File: config.mk
export PLATFORM = sky130hd
export DESIGN_NAME = score_display_mux_flat
export DESIGN_NICKNAME = d
export VERILOG_FILES = /design/src/rtl/score_display_mux_if.sv /design/src/rtl/score_display_mux.sv /design/src/flat_wrapper.sv
export SDC_FILE = /design/constraint.sdc
export NUM_CORES = 1
export LEC_CHECK = 0
export CORE_ASPECT_RATIO = 0.9
export CORE_UTILIZATION = 35
export DETAILED_ROUTE_END_ITERATION = 10
export PLACE_DENSITY = 0.61
export SYNTH_ARGS = -nofsm -noshare
export SYNTH_HDL_FRONTEND = slang
export SYNTH_SLANG_ARGS = --single-unit
File: constraint.sdc
create_clock -name clk_100mhz -period 3 [get_ports clk_100mhz]
set_input_delay 0.6 -clock clk_100mhz [delete_from_list [all_inputs] [get_ports clk_100mhz]]
set_output_delay 0.6 -clock clk_100mhz [all_outputs]
set_load 0.01 [all_outputs]
File: src/rtl/score_display_mux_if.sv
// Score load channel: the score source (master) requests conversions,
// and score_display_mux (slave) reports busy and overflow status.
interface score_display_mux_if #(
  parameter int BIN_W = 14
);
  logic [BIN_W-1:0] score;
  logic             score_valid;
  logic             busy;
  logic             overflow;

  modport master (
    output score,
    output score_valid,
    input  busy,
    input  overflow
  );

  modport slave (
    input  score,
    input  score_valid,
    output busy,
    output overflow
  );
endinterface

File: src/rtl/score_display_mux.sv
// Binary score to BCD (sequential shift-add-3), then time-multiplexed
// active-low seven-segment drive with leading-zero blanking and decimal points.
module score_display_mux #(
  parameter int DIGITS   = 4,
  parameter int BIN_W    = 14,
  parameter int SCAN_DIV = 100000,
  parameter bit BLANK_LZ = 1'b1
) (
  input  logic                clk_100mhz,
  input  logic                rst,
  score_display_mux_if.slave  load,
  input  logic [DIGITS-1:0]   dp_mask,
  output logic [7:0]          segment,
  output logic [DIGITS-1:0]   AN
);

  function automatic int unsigned pow10(input int n);
    int unsigned p;
    p = 1;
    for (int i = 0; i < n; i++) p = p * 10;
    return p;
  endfunction

  localparam int unsigned MAX_VAL = pow10(DIGITS) - 1;
  localparam int BCD_W = 4 * DIGITS;
  localparam int CNT_W = (BIN_W > 1) ? $clog2(BIN_W) : 1;
  localparam int DIV_W = $clog2(SCAN_DIV);
  localparam int K_W   = (DIGITS > 1) ? $clog2(DIGITS) : 1;

  typedef enum logic [1:0] {
    IDLE,
    SHIFT,
    DONE
  } state_t;

  state_t            state;
  logic [BIN_W-1:0]  bin_sr;
  logic [BCD_W-1:0]  bcd;
  logic [BCD_W-1:0]  bcd_adj;
  logic [CNT_W-1:0]  bit_cnt;
  logic              ovf_pend;
  logic              pend_valid;
  logic [BIN_W-1:0]  pend_score;
  logic [BCD_W-1:0]  disp_bcd;
  logic              busy_r;
  logic              overflow_r;
  logic [BIN_W-1:0]  next_score;

  logic [DIV_W-1:0]  div_cnt;
  logic [K_W-1:0]    k;
  logic [3:0]        nib;
  logic              blank;
  logic [6:0]        glyph;

  function automatic logic is_over(input logic [BIN_W-1:0] v);
    return 32'(v) > MAX_VAL;
  endfunction

  function automatic logic [BIN_W-1:0] saturate(input logic [BIN_W-1:0] v);
    if (is_over(v)) return BIN_W'(MAX_VAL);
    return v;
  endfunction

  assign load.busy     = busy_r;
  assign load.overflow = overflow_r;

  // A request arriving exactly at DONE is as fresh as the pending one, so it wins.
  assign next_score = load.score_valid ? load.score : pend_score;

  always_comb begin
    bcd_adj = bcd;
    for (int i = 0; i < DIGITS; i++) begin
      if (bcd[4*i +: 4] >= 4'd5) bcd_adj[4*i +: 4] = bcd[4*i +: 4] + 4'd3;
    end
  end

  always_ff @(posedge clk_100mhz) begin
    if (rst) begin
      state      <= IDLE;
      bin_sr     <= '0;
      bcd        <= '0;
      bit_cnt    <= '0;
      ovf_pend   <= 1'b0;
      pend_valid <= 1'b0;
      pend_score <= '0;
      disp_bcd   <= '0;
      busy_r     <= 1'b0;
      overflow_r <= 1'b0;
    end else begin
      unique case (state)
        IDLE: begin
          if (load.score_valid) begin
            bin_sr   <= saturate(load.score);
            ovf_pend <= is_over(load.score);
            bcd      <= '0;
            bit_cnt  <= CNT_W'(BIN_W - 1);
            busy_r   <= 1'b1;
            state    <= SHIFT;
          end
        end
        SHIFT: begin
          if (load.score_valid) begin
            pend_valid <= 1'b1;
            pend_score <= load.score;
          end
          bcd    <= {bcd_adj[BCD_W-2:0], bin_sr[BIN_W-1]};
          bin_sr <= bin_sr << 1;
          if (bit_cnt == '0) state <= DONE;
          else               bit_cnt <= bit_cnt - CNT_W'(1);
        end
        DONE: begin
          disp_bcd   <= bcd;
          overflow_r <= ovf_pend;
          if (load.score_valid || pend_valid) begin
            bin_sr     <= saturate(next_score);
            ovf_pend   <= is_over(next_score);
            bcd        <= '0;
            bit_cnt    <= CNT_W'(BIN_W - 1);
            pend_valid <= 1'b0;
            state      <= SHIFT;
          end else begin
            busy_r <= 1'b0;
            state  <= IDLE;
          end
        end
        default: state <= IDLE;
      endcase
    end
  end

  // A digit blanks when it and every more-significant digit are zero.
  always_comb begin
    nib   = disp_bcd[{k, 2'b00} +: 4];
    blank = BLANK_LZ && (k != '0) && ((disp_bcd >> {k, 2'b00}) == '0);
    glyph = 7'h7F;
    if (!blank) begin
      case (nib)
        4'd0:    glyph = 7'h40;
        4'd1:    glyph = 7'h79;
        4'd2:    glyph = 7'h24;
        4'd3:    glyph = 7'h30;
        4'd4:    glyph = 7'h19;
        4'd5:    glyph = 7'h12;
        4'd6:    glyph = 7'h02;
        4'd7:    glyph = 7'h78;
        4'd8:    glyph = 7'h00;
        4'd9:    glyph = 7'h10;
        default: glyph = 7'h7F;
      endcase
    end
  end

  always_ff @(posedge clk_100mhz) begin
    if (rst) begin
      div_cnt <= '0;
      k       <= '0;
      AN      <= ~DIGITS'(1);
      segment <= {~dp_mask[0], 7'h40};
    end else begin
      if (div_cnt == DIV_W'(SCAN_DIV - 1)) begin
        div_cnt <= '0;
        k       <= (k == K_W'(DIGITS - 1)) ? '0 : k + K_W'(1);
      end else begin
        div_cnt <= div_cnt + DIV_W'(1);
      end
      AN      <= ~(DIGITS'(1) << k);
      segment <= {~dp_mask[k], glyph};
    end
  end

endmodule

File: src/flat_wrapper.sv
// flat-port wrapper written by rule: the top's interface ports become plain ports
module score_display_mux_flat 
#(
  parameter int DIGITS   = 4,
  parameter int BIN_W    = 14,
  parameter int SCAN_DIV = 100000,
  parameter bit BLANK_LZ = 1'b1
)
  (clk_100mhz, rst, dp_mask, segment, AN, load_score, load_score_valid, load_busy, load_overflow);
  score_display_mux_if #(.BIN_W(BIN_W)) load_i ();
  input  logic clk_100mhz;
  input  logic rst;
  input  logic [DIGITS-1:0] dp_mask;
  output logic [7:0] segment;
  output logic [DIGITS-1:0] AN;
  input wire logic [$bits(load_i.score)-1:0] load_score;
  input wire logic [$bits(load_i.score_valid)-1:0] load_score_valid;
  output wire logic [$bits(load_i.busy)-1:0] load_busy;
  output wire logic [$bits(load_i.overflow)-1:0] load_overflow;
  assign load_i.score = load_score;
  assign load_i.score_valid = load_score_valid;
  assign load_busy = load_i.busy;
  assign load_overflow = load_i.overflow;
  score_display_mux #(.DIGITS(DIGITS), .BIN_W(BIN_W), .SCAN_DIV(SCAN_DIV), .BLANK_LZ(BLANK_LZ)) u_core (.clk_100mhz(clk_100mhz), .rst(rst), .load(load_i), .dp_mask(dp_mask), .segment(segment), .AN(AN));
endmodule
======== Word level (Yosys, flattened, before mapping) ========
Memory sizes are Yosys's and may differ from the RTL's.
Cells that the tools add are included.
cells by class
  add/sub/neg operators ................... 7
  $lt $le $gt $ge ......................... 7
  equal/unequal tests ..................... 10
  shifts and indexed selects .............. 3
  muxes and demuxes ....................... 44
  bitwise operators ....................... 3
  reductions and logical operators ........ 17
operators by type and width
  cell                                                                   count
  14-bit two-way mux                                                     7
  16-bit one-hot mux with 3 select lines                                 1
  14-bit one-hot mux with 3 select lines                                 1
  16-bit two-way mux                                                     2
  14-bit > comparator, second input constant                             2
  4-bit two-way mux                                                      6
  17-bit by 1-bit adder with 17-bit output, second input constant        1
  17-bit == test, second input constant                                  1
  4-bit by 3-bit >= comparator with 1-bit output, second input constant  4
  16-bit logical NOT                                                     1
  16-bit by 5-bit variable part select with 4-bit output                 1
  16-bit by 4-bit right shift with 16-bit output                         1
  1-bit two-way mux                                                      15
  4-bit by 2-bit adder with 4-bit output, second input constant          3
  4-bit one-hot mux with 3 select lines                                  1
  3-bit AND reduction                                                    4
  8-bit two-way mux                                                      1
  2-bit != test, second input constant                                   4
  7-bit two-way mux                                                      1
  2-bit two-way mux                                                      3
  1-bit one-hot mux with 2 select lines                                  3
  2-bit one-hot mux with 3 select lines                                  1
  2-bit nonzero test                                                     3
  2-bit == test, second input constant                                   2
  19 further kinds                                                       22
storage, ports and cells
  bits in registers ....................... 101
  memory bits (read-only) ................. 112
  word-level logic and storage cells ...... 108
  memories kept ........................... 1
memory list
  name             words  width  read ports  clocked after Yosys merged registers in  wr ports  line                      RTL
  (no name shown)  16     7      1           0                                        0         score_display_mux.sv:137  case (nib)

======== Depth between registers and ports, before layout ========
Gate-level depths: netlist (run 1).
  word-level depth ........................ 9
  gate-level depth with buffers ........... 10
  mapped depth without buffers ............ 7

======== Worst setup path after synthesis (run 1) ========
Ideal clock, no wire load.
  kind .................................... flip-flop to flip-flop
  start point ............................. register u_core.k[1]
  end point ............................... register u_core.segment[4]
  arrival time ............................ 2609 ps
  setup slack ............................. 300 ps
  cell stages (with the launch flop) ...... 9
  buffers on the path ..................... 1
  period minus slack after synthesis ...... 2700 ps
  cells stage by stage .................... dfxtp_1 -> clkbuf_1 -> mux4_2 -> inv_1 -> ha_1 -> or4b_1 -> a211oi_1 -> nor3_1 -> a311oi_1
between the ends
  word-level cells in the longest chain between the ends .. 4
  elaborated cells between the ends (all ways) .. 7
  those cells by class .................... 2 x shift; 1 x mux; 3 x reduce/logical; 1 x memory
ends and longest elaborated chain
  what                                                            line                      RTL
  start, declared                                                 score_display_mux.sv:50   logic [K_W-1:0] k;
  start signal, assigned                                          score_display_mux.sv:162  k <= (k == K_W'(DIGITS - 1)) ? '0 : k + K_W'(1);
  branches (longest 3 deep; another with memory read 16 x 7 bit)  --
  7-bit two-way mux (*)                                           score_display_mux.sv:136  if (!blank) begin
  end signal, assigned                                            score_display_mux.sv:158  segment <= {~dp_mask[0], 7'h40};
  end signal, assigned                                            score_display_mux.sv:167  segment <= {~dp_mask[k], glyph};
  end, declared                                                   score_display_mux.sv:13   output logic [7:0] segment,
Every way passes the cells marked *.
A chain may end at the register's enable or synchronous reset.

======== Worst setup path after layout (run 1) ========
  start point ............................. input port load_score[6]
  end point ............................... register u_core.bin_sr[6]
between the ends
  word-level cells in the longest chain between the ends .. 9
  elaborated cells between the ends (all ways) .. 16
  those cells by class .................... 2 x order compare; 14 x mux
ends and longest elaborated chain
  what                                        line                      RTL
  start, declared                             flat_wrapper.sv:16        input wire logic [$bits(load_i.score)-1:0] load_score;
  14-bit two-way mux                          --
  14-bit > comparator                         score_display_mux.sv:56   return 32'(v) > MAX_VAL;
  1-bit two-way mux                           score_display_mux.sv:60   if (is_over(v)) return BIN_W'(MAX_VAL);
  1-bit two-way mux                           score_display_mux.sv:114  if (load.score_valid || pend_valid) begin
  1-bit two-way mux                           score_display_mux.sv:90   unique case (state)
  1-bit two-way mux                           score_display_mux.sv:78   if (rst) begin
  14-bit two-way mux                          score_display_mux.sv:61   return v;
  14-bit two-way mux                          score_display_mux.sv:114
  14-bit one-hot mux with 3 select lines (*)  score_display_mux.sv:90
  end signal, assigned                        score_display_mux.sv:93   bin_sr <= saturate(load.score);
  end signal, assigned                        score_display_mux.sv:107  bin_sr <= bin_sr << 1;
  end signal, assigned                        score_display_mux.sv:115  bin_sr <= saturate(next_score);
  end, declared                               score_display_mux.sv:37   logic [BIN_W-1:0] bin_sr;
Every way passes the cells marked *; elsewhere a longest branch is shown, timed or not. The select of a mux whose other input is x is not followed.

==> PnR_summary.wiki, run 1 <==
{| class="wikitable"
! Metric !! Value
|-
| Wire length of the first global-routing pass || 19370 µm
|-
| Clk Tree Root Cell || sky130_fd_sc_hd__clkbuf_16
|-
| Total power after layout || 0.003997 W
|-
| Yosys warnings || 0
|-
| Tightest slew margin relative to the limit || 63.36%
|-
| Antenna viol nets, final || 0
|-
| Number of gates given a new drive strength after cts || 0
|-
| Largest fanout of any net on the critical path || 4
|-
| Clock sink total || 101
|-
| Critical Setup Path Class || input port to flop
|-
| Post-Route Skew || 0.008186 ns
|-
| Per-cell routed wire length || ~14 µm
|-
| Min cycle time layout || 2.630 ns
|-
| Internal Power || 0.002624 W
|-
| Global route overflow || 0
|-
| Synth top area cells || sky130_fd_sc_hd__dfxtp_1 41%, sky130_fd_sc_hd__mux2i_1 5.9%, sky130_fd_sc_hd__ha_1 5.6%
|-
| Data arrival time of the worst path || just under 3 ns
|-
| Hold Buf Count CTS || 0
|-
| Die Span Y || 114.8 µm
|-
| Power share of the sequential group || 40.2%
|-
| Worst reg2reg path startpoint || u_core.k[1]
|-
| Top Ports || 35
|-
| Worst-Margin Slew || around 0.55 ns
|-
| Final Wtd Congestion || approximately 0.84
|-
| Initial Utilization || 36.49%
|-
| Setup_tns || 0 ns
|-
| Clock transition at the registers of the reported paths || around 0.070 ns
|-
| Average cell area after synthesis || 8.519 µm²
|-
| Total number of nets in the final design || 660
|-
| Sequential share of the synthesized area || 40.85%
|-
| Critical path required time || 3.28 ns
|-
| Drt initial violations || about 270
|-
| Layout overhead on the synthesized area || 18.60%
|-
| DRC violation count after routing || 0
|-
| Sw power || 0.001374 W
|-
| Clock group share of total power || 29.7%
|-
| Cell leakage power || 2.124 nW
|-
| Setup violations, final || 0
|-
| CTS tree || done
|-
| Slack of the critical path || 0.3699 ns
|-
| Port buffer count || 34
|-
| Fraction of post-synthesis cell area in the top cell type by area || 40.85%
|-
| Clk Latency, worst-skew pair || 0.36 ns
|-
| Crit path from || load_score[6]
|-
| Post-synth top area cell || sky130_fd_sc_hd__dfxtp_1
|-
| Core area || 13560 µm²
|-
| Proportion of layout cells with a drive suffix above 1 || 8.360%
|-
| Setup repair after global routing missed its margin || no
|-
| Count of state elements after synthesis || 101
|-
| Cell with the most instances after synthesis || sky130_fd_sc_hd__dfxtp_1
|-
| Highest ir drop seen on vdd || 0.3750 mV
|-
| Final clock period utilization by the worst path || 87.67%
|-
| Synth top cells by count || 101 x sky130_fd_sc_hd__dfxtp_1, 64 x sky130_fd_sc_hd__nor2_1, 57 x sky130_fd_sc_hd__nand2_1
|-
| Post-Synthesis Cell Area || roughly 4900 µm²
|-
| Top FF cell, synth || sky130_fd_sc_hd__dfxtp_1
|-
| Via density per instance || 5.237
|-
| Dpl ws || 0.01427 ns
|-
| Number of pins exceeding their max-slew limit in the final report || 0
|-
| H-tree levels || 3
|-
| Maximum number of pins on one net before global-route repair || 29
|-
| Combinational Power Share || a little under a third
|-
| Hold path cells || 2
|-
| Detailed Route WL || 11390 µm
|-
| Diode insertion count for antenna repair || 0
|-
| Total power per unit cell area || 680.9 nW/µm²
|-
| Die span in x || 127.4 µm
|-
| Tot GR Track Use || 16.75%
|-
| Worst hold path startpoint || u_core.pend_score[0]
|-
| Type of the tightest min-delay check || flop to flop
|-
| Post CTS Setup Buffer Count || 0
|-
| Cell depth of the worst flop-to-flop path || 7
|-
| Area of the die || ~15000 µm²
|-
| Number of global-route vias before repair || ~4100
|-
| Number of buffers created by CTS || 9
|-
| Switching Fraction || about a third
|-
| Unique masters post-synth || 60
|-
| Status || finished, final reports clean
|-
| Nets in the synthesized netlist || 624
|-
| Num rows || 40
|-
| Count of maximum capacitance violations || 0
|-
| Gate count after technology mapping || ~580
|-
| Count of final hold-check violations || 0
|-
| Vias after detailed routing || 4247
|-
| Number of synthesized flops with an enable pin || 0
|-
| Pre-antenna DRT Iters || 4
|-
| Share of flip-flops with an asynchronous set or reset after synthesis || 0%
|-
| Initial antenna violation count || 0
|-
| Final HPWL from detailed placement || 8140 µm
|-
| Crit. End Element || flop
|-
| Maximum number of buffers from clock root to sink || 2
|-
| Kind of start point of the critical path || input port
|-
| Achievable clock frequency || 380.2 MHz
|}
==> logic make-up (layout without fill, tap and decap cells) <==
logic type	Yosys count	count (layout)	share of synthesized area, %
muxes	36	36	8.367
DFF	101	101	40.85
AOI/OAI and AO/OA	133	133	17.04
xor gates and xnor gates	22	22	3.893
and+or+nand+nor	208	208	19.82
buffers and inverters	59	100	4.474
adders and majority gates	22	22	5.561
==> metal layers <==
metal	vias up	wire length, µm	GRT usage, %
met1	2041	5350	20.87
met2	67	5378	27.91
met5	-	0	0
met3	12	473	3.676
met4	0	182	7.460
li1	2127	-	-
==> metrics by stage <==
stage          utilization [%]  std cells  hold slack [ns]  cell area, µm²
4_1_cts                  43.28        811           0.4624            5871
5_1_grt                  43.28        811           0.4906            5871
6_report                 43.28        811           0.4597            5871
2_1_floorplan                -        581           0.4305            4950
3_5_place_dp             41.07        795           0.4525            5570
3_3_place_gp             41.07        795           0.4441            5570
==> power by group through the flow <==
stage	clock network, W	logic, W	registers (W)
final	0.00119	0.00120	0.00161
after global routing	0.00127	0.00134	0.00163
after CTS	0.00122	0.00119	0.00161
after detailed placement	0	0.00119	0.00163
after global placement	0	0.00117	0.00163
after floorplan	0	0.000843	0.00161
==> critical path, cell delays in order <==
cell and delay (ns):
sky130_fd_sc_hd__clkdlybuf4s50_1 0.44, sky130_fd_sc_hd__or4_4 0.55, sky130_fd_sc_hd__a211o_1 0.31, sky130_fd_sc_hd__a311oi_2 0.30
sky130_fd_sc_hd__or4b_4 0.53, sky130_fd_sc_hd__o22ai_1 0.18
==> registers in the layout, indices dropped and copies added (netlist names), 2 cells and up <==
name,cells
u_core.segment,8
u_core.k,2
u_core.div_cnt,17
u_core.disp_bcd,16
u_core.state,2
u_core.AN,4
u_core.pend_score,14
u_core.bin_sr,14
u_core.bcd,16
u_core.bit_cnt,4
==> final timing paths <==
path	to	slack, ns
max	u_core.bin_sr[6]	0.37
min	u_core.pend_score[0]	0.46
max reg2reg	u_core.segment[4]	0.38
min reg2reg	u_core.pend_score[0]	0.46
==> layout by cell type, fill, tap and decap left out, types with 14 or more instances in the layout <==
cell	Yosys	routed
sky130_fd_sc_hd__o21ai_0	14	14
sky130_fd_sc_hd__nand3_1	25	25
sky130_fd_sc_hd__dfxtp_1	101	101
sky130_fd_sc_hd__ha_1	22	22
sky130_fd_sc_hd__buf_4	0	22
sky130_fd_sc_hd__a21oi_1	45	45
sky130_fd_sc_hd__nor2_1	64	64
sky130_fd_sc_hd__mux2i_1	29	29
sky130_fd_sc_hd__nand2_1	57	57
sky130_fd_sc_hd__o21ai_1	17	17
sky130_fd_sc_hd__nor3_1	17	17
sky130_fd_sc_hd__inv_1	24	24
sky130_fd_sc_hd__clkdlybuf4s50_1	0	33
==> final cells by class <==
class / instances / area, µm²
clock buffer: 9 / 225.2
clock inverter: 7 / 75.07
sequential: 101 / 2022
fill: 1314 / 7692
timing repair buffer: 56 / 500.5
inverter: 28 / 105.1
multi-input combinational: 421 / 2706
tap: 189 / 236.5
No activity file was read; power rests on OpenSTA's default activity.
==> inputs of run 2 (changes only) <==
- GPL_TIMING_DRIVEN: default -> 0
==> run 2 against run 1 <==
  * Sequential power about the same
  * Total power decreased by 2.2%
  * Die area unchanged
  * Setup slack got worse by 0.20 ns
  * First-iteration DRC count increased by 28%
  * Sequential share of layout area increased by 0.32 points
  * Clock power decreased by 6%
  * Count of clock-buffer cells in the layout unchanged
  * Non-clock buffer count increased by 8
  * Via count increased by 0.54%
  * Highest routed layer unchanged
  * Fmax decreased by 7.2%
  * Core utilization decreased by 0.40 points
==> PnR_summary.wiki, run 2 (synthesized netlist as in run 1, its figures left out) <==
{| class="wikitable"
! Metric !! Value
|-
| Area of the die || 14620 µm²
|-
| Clk Tree Root Cell || sky130_fd_sc_hd__clkbuf_16
|-
| Maximum number of pins on one net before global-route repair || 19
|-
| Highest ir drop seen on vdd || about 0.35 mV
|-
| Critical-path cell with the highest stage delay || sky130_fd_sc_hd__clkdlybuf4s50_1
|-
| Destination of the worst register-to-register timing path || u_core.segment[4]
|-
| Largest stage delay, worst path || ~0.47 ns
|-
| Crit path from || load_score_valid
|-
| Setup repair after global routing missed its margin || no
|-
| Register bank with the most flops || u_core.div_cnt
|-
| Count of final hold-check violations || 0
|-
| Clock group share of total power || 28.7%
|-
| Pre-antenna DRT Iters || 4
|-
| Number of cells after detailed placement || 803
|-
| Critical path required time || approximately 3.3 ns
|-
| Sw power || 0.001407 W
|-
| Cell breakdown of the critical path || clkdlybuf4s50_1, clkbuf_1, o21ba_2, clkbuf_1, nor2_2, clkbuf_1, o211ai_1, a21oi_1
|-
| Achievable clock frequency || between 300 and 400 MHz
|-
| Number of global-route vias before repair || a little over 4000
|-
| Worst reg2reg path startpoint || u_core.k[1]
|-
| Tot GR Track Use || 17.51%
|-
| Top Ports || 35
|-
| Cell leakage power || 2.055 nW
|-
| Power share of the sequential group || between 40% and 50%
|-
| DRC violation count after routing || 0
|-
| Core area || 13560 µm²
|-
| Type of the tightest min-delay check || flop to flop
|-
| Total of fill cells in the finished design || 1356
|-
| Worst-Margin Slew || 0.8806 ns
|-
| Total number of nets in the final design || 668
|-
| Die Span Y || 114.8 µm
|-
| Clock sink total || around 100
|-
| Maximum number of buffers from clock root to sink || 2
|-
| H-tree levels || 3
|-
| Internal Power || 0.002502 W
|-
| Clock transition at the registers of the reported paths || 0.08 ns
|-
| Crit path top cell by count || sky130_fd_sc_hd__clkbuf_1
|-
| Via density per instance || 5.214
|-
| CTS tree || done
|-
| Number of pins exceeding their max-slew limit in the final report || 0
|-
| Critical Path End || u_core.bin_sr[13]
|-
| Count of non-filler cells in the finished layout || 819
|-
| Hold Buf Count CTS || 0
|-
| Diode insertion count for antenna repair || 0
|-
| Setup violations, final || 0
|-
| Post-layout utilization of the core || 42.89%
|-
| Critical Setup Path Class || input port to flop
|-
| Largest register FFs || 17
|-
| Clk Latency, worst-skew pair || 0.36 ns
|-
| Final HPWL from detailed placement || 9016 µm
|-
| Number of buffers created by CTS || 9
|-
| Final clock period utilization by the worst path || between 90% and 100%
|-
| Crit. End Element || flop
|-
| Num rows || 40
|-
| Port buffer count || 33
|-
| Initial antenna violation count || 0
|-
| Switching Fraction || 35.99%
|-
| Post-Route Skew || 0.01016 ns
|-
| Commonest non-fill, non-tap cell in the layout || sky130_fd_sc_hd__dfxtp_1
|-
| Layout overhead on the synthesized area || 17.52%
|-
| Global route overflow || 0
|-
| Proportion of layout cells with a drive suffix above 1 || 5.397%
|-
| Vias after detailed routing || 4270
|-
| Largest fanout of any net on the critical path || 10
|-
| Status || finished, final reports clean
|-
| Final Wtd Congestion || 0.8680
|-
| Kind of start point of the critical path || input port
|-
| Top flop regs || u_core.div_cnt: 17 flops, u_core.bcd: 16 flops, u_core.disp_bcd: 16 flops
|-
| Antenna viol nets, final || 0
|-
| Die span in x || approximately 130 µm
|-
| R2R setup slack || 0.21 ns
|-
| Per-cell routed wire length || 14.86 µm
|-
| Min cycle time layout || 2.835 ns
|-
| Combinational Power Share || a little under a third
|-
| Data arrival time of the worst path || ~3.1 ns
|-
| Most used cells in the layout excluding fill and tap cells || 101 x sky130_fd_sc_hd__dfxtp_1, 63 x sky130_fd_sc_hd__nor2_1, 57 x sky130_fd_sc_hd__nand2_1
|-
| Detailed Route WL || approximately 12000 µm
|-
| Worst hold path startpoint || u_core.pend_score[3]
|-
| Drt initial violations || approximately 340
|-
| Total power per unit cell area || 671.9 nW/µm²
|-
| Cell depth of the worst flop-to-flop path || 8
|-
| Count of maximum capacitance violations || 0
|-
| Initial Utilization || 36.49%
|-
| Tightest slew margin relative to the limit || 41.30%
|-
| Setup_tns || 0 ns
|-
| Wire length of the first global-routing pass || 20130 µm
|}
## run 2: layout make-up
cell class | count | area (µm²) | area share, %
clock buffers | 9 | 225.2 | 3.872
repair buffers | 33 | 330.3 | 5.679
plain buffers | 31 | 121.4 | 2.086
well taps | 189 | 236.5 | 4.065
clock inverters | 7 | 57.56 | 0.9895
flip-flops and latches | 101 | 2022 | 34.76
multi-input cells | 421 | 2719 | 46.74
inverters | 28 | 105.1 | 1.807
## run 2: layer usage
layer	vias to the layer above	GRT usage, %	wire, µm
met3	15	3.862	511
met5	-	0	0
met2	70	28.85	5731
met1	2041	22.11	5704
met4	0	7.619	222
li1	2144	-	-
## run 2: power groups by stage
stage / logic (W) / registers [W] / clock network, W
after detailed placement: 0.00116 / 0.00163 / 0
final: 0.00118 / 0.00160 / 0.00112
after global placement: 0.00113 / 0.00163 / 0
after CTS: 0.00116 / 0.00160 / 0.00115
after floorplan: 0.000843 / 0.00161 / 0
after global routing: 0.00130 / 0.00162 / 0.00120
## run 2: worst min-delay path by stage
stage                                end  slack [ns]  depth (start not counted)
floorplan              u_core.div_cnt[0]        0.43                          1
detailed placement  u_core.pend_score[0]        0.45                          2
CTS                 u_core.pend_score[3]        0.46                          2
global route        u_core.pend_score[0]        0.48                          2
finish              u_core.pend_score[3]        0.46                          2
global placement       u_core.div_cnt[0]        0.45                          1
## run 2: worst max-delay path: cells and delay by family
family          cells  cell delay [ns]
simple gates        1             0.36
buf+inv             4             1.61
compound gates      3             0.55
## run 2: timing repair
action	CTS	global route
setup endpoints to repair	6	19
hold endpoints to repair	0	0
gates resized for setup	1	8
buffers inserted	0	0
## run 2: stage by stage
step                      setup slack [ns]  hold slack, ns  total power [W]  instance area (µm²)
final                               0.1655          0.4619         0.003909                 5817
after global routing               0.01388          0.4841         0.004122                 5817
after CTS                         0.007692          0.4630         0.003914                 5801
after detailed placement           -0.3539          0.4523         0.002791                 5517
after global placement             -0.2745          0.4476         0.002758                 5517
after floorplan                     0.2997          0.4305         0.002449                 4950
==> inputs of run 3 (changes only) <==
- CORE_ASPECT_RATIO: 0.9 -> 1.2
- CTS_BUF_LIST: default -> sky130_fd_sc_hd__clkbuf_8
==> run 3 against run 2 <==
  * Hold slack gained 0.00056 ns
  * Final cell count decreased by 2.2%
  * Critical path depth stayed put
  * Die area about the same
  * Final area down 2.3%
  * Setup slack worse by 0.015 ns
  * Fmax is 0.53% lower
  * Via count rose by 0.49%
  * Sequential share of layout area increased by 0.83 points
  * Register-to-register slack hardly changed
==> PnR_summary.wiki, run 3 (synthesized netlist as in run 1, its figures left out) <==
{| class="wikitable"
! Metric !! Value
|-
| Worst hold path startpoint || u_core.pend_score[2]
|-
| Setup_tns || 0 ns
|-
| Kind of start point of the critical path || input port
|-
| Pre-antenna DRT Iters || 5
|-
| Maximum number of pins on one net before global-route repair || 16
|-
| Commonest non-fill, non-tap cell in the layout || sky130_fd_sc_hd__dfxtp_1
|-
| Core area || 13820 µm²
|-
| Per-cell routed wire length || 15.53 µm
|-
| Worst-Margin Slew || 0.7710 ns
|-
| Cell leakage power || around 2.0 nW
|-
| Clk Tree Root Cell || sky130_fd_sc_hd__clkbuf_8
|-
| Final Wtd Congestion || 0.8294
|-
| Antenna viol nets, final || 0
|-
| Clock group share of total power || 22.0%
|-
| Slack of the critical path || 0.1505 ns
|-
| Sw power || roughly 0.0013 W
|-
| Critical path required time || 3.29 ns
|-
| Crit path from || load_score_valid
|-
| DRC violation count after routing || 0
|-
| Detailed Route WL || 12440 µm
|-
| CTS tree || done
|-
| Port buffer count || 33
|-
| Vias after detailed routing || 4291
|-
| Clock transition at the registers of the reported paths || 0.09 ns
|-
| Min cycle time layout || 2.850 ns
|-
| Tot GR Track Use || 17.50%
|-
| Number of global-route vias before repair || 4234
|-
| Crit. End Element || flop
|-
| Count of final hold-check violations || 0
|-
| Combinational Power Share || 33.1%
|-
| Top flop regs || u_core.div_cnt: 17 flops, u_core.bcd: 16 flops, u_core.disp_bcd: 16 flops
|-
| Layout overhead on the synthesized area || 14.76%
|-
| Critical Setup Path Class || input port to flop
|-
| Data arrival time of the worst path || 3.14 ns
|-
| Number of cells after detailed placement || 785
|-
| H-tree levels || 3
|-
| Setup repair after global routing missed its margin || no
|-
| Wire length of the first global-routing pass || 20640 µm
|-
| Post-layout utilization of the core || around two fifths
|-
| Diode insertion count for antenna repair || 0
|-
| Status || finished, final reports clean
|-
| Final clock period utilization by the worst path || about 95%
|-
| Initial antenna violation count || 0
|-
| Clk Latency, worst-skew pair || 0.37 ns
|-
| Maximum number of buffers from clock root to sink || 2
|-
| Die Span Y || approximately 130 µm
|-
| Number of buffers created by CTS || 9
|-
| Global route overflow || 0
|-
| Via density per instance || between 5 and 6
|-
| Proportion of layout cells with a drive suffix above 1 || 4.762%
|-
| Register bank with the most flops || u_core.div_cnt
|-
| Dpl ws || -0.3085 ns
|-
| Largest register FFs || 17
|-
| Num rows || 47
|-
| Highest ir drop seen on vdd || 0.3963 mV
|-
| Power share of the sequential group || 44.9%
|-
| Drt initial violations || 140
|-
| Count of non-filler cells in the finished layout || approximately 800
|-
| Top Ports || 35
|-
| Worst reg2reg path startpoint || u_core.state[0]
|-
| Most used cells in the layout excluding fill and tap cells || 101 x sky130_fd_sc_hd__dfxtp_1, 63 x sky130_fd_sc_hd__nor2_1, 57 x sky130_fd_sc_hd__nand2_1
|-
| Tightest slew margin relative to the limit || 48.60%
|-
| Area of the die || around 15000 µm²
|-
| Number of pins exceeding their max-slew limit in the final report || 0
|-
| Total number of nets in the final design || 668
|-
| Largest fanout of any net on the critical path || 10
|-
| Total power per unit cell area || 628.1 nW/µm²
|-
| Achievable clock frequency || 350.9 MHz
|-
| Count of maximum capacitance violations || 0
|-
| Clock sink total || 101
|-
| Initial Utilization || 35.82%
|-
| Die span in x || 110.6 µm
|-
| Setup violations, final || 0
|-
| Post-Route Skew || 0.007343 ns
|-
| Hold Buf Count CTS || 0
|-
| Internal Power || between 0.002 and 0.0025 W
|-
| Switching Fraction || 37.13%
|-
| Final HPWL from detailed placement || 9232 µm
|-
| Type of the tightest min-delay check || flop to flop
|-
| Post-Route Hold Slack || 0.4625 ns
|}
-- run 3: timing repair --
action | in CTS | in global routing
setup endpoints to repair | 6 | 14
setup buffers | 0 | 0
gates resized for setup | 2 | 4
pin swaps | 0 | 1
-- run 3: critical path, cell delays in order --
cell and delay, ns:
sky130_fd_sc_hd__clkdlybuf4s50_1 0.47, sky130_fd_sc_hd__clkbuf_1 0.40, sky130_fd_sc_hd__o21ba_2 0.23, sky130_fd_sc_hd__clkbuf_1 0.26, sky130_fd_sc_hd__nor2_2 0.37, sky130_fd_sc_hd__clkbuf_1 0.48
sky130_fd_sc_hd__o211ai_1 0.18, sky130_fd_sc_hd__a21oi_1 0.16
-- run 3: worst paths after layout --
check / endpoint / slack [ns] / depth (start not counted)
worst max register to register: u_core.bin_sr[13] / 0.22 / 10
worst max-delay path: u_core.bin_sr[13] / 0.15 / 8
worst min-delay path: u_core.pend_score[2] / 0.46 / 2
worst min register to register: u_core.pend_score[2] / 0.46 / 2
-- run 3: area by class of cell --
class	instances	area, µm²
fillers	1370	8139
multi-input cells	421	2719
flip-flops and latches	101	2022
repair buffers	33	330.3
well taps	171	214.0
clock buffers	10	137.6
plain buffers	31	120.1
inverters	28	105.1
clock inverters	6	32.53
-- run 3: power groups by stage --
stage	combinational (W)	sequential, W	clock (W)
after floorplan	0.000843	0.00161	0
after global placement	0.00114	0.00163	0
after detailed placement	0.00116	0.00163	0
after CTS	0.00117	0.00160	0.000812
after global routing	0.00131	0.00162	0.000869
final	0.00118	0.00160	0.000785
-- run 3: per-stage QoR --
stage / power [W] / cell area [µm²]
after floorplan: 0.002449 / 4950
after global placement: 0.002771 / 5494
after detailed placement: 0.002794 / 5494
after CTS: 0.003579 / 5670
after global routing: 0.003796 / 5680
final: 0.003568 / 5680
-- run 3: layer usage --
layer | track usage, % | wire length, µm | share of wire, % | vias to the layer above
li1 | - | - | - | 2142
met1 | 20.17 | 5445 | 44 | 2036
met2 | 31.88 | 6310 | 51 | 97
met3 | 2.759 | 427 | 3.4 | 16
met4 | 7.407 | 259 | 2.1 | 0
met5 | 0 | 0 | 0 | -
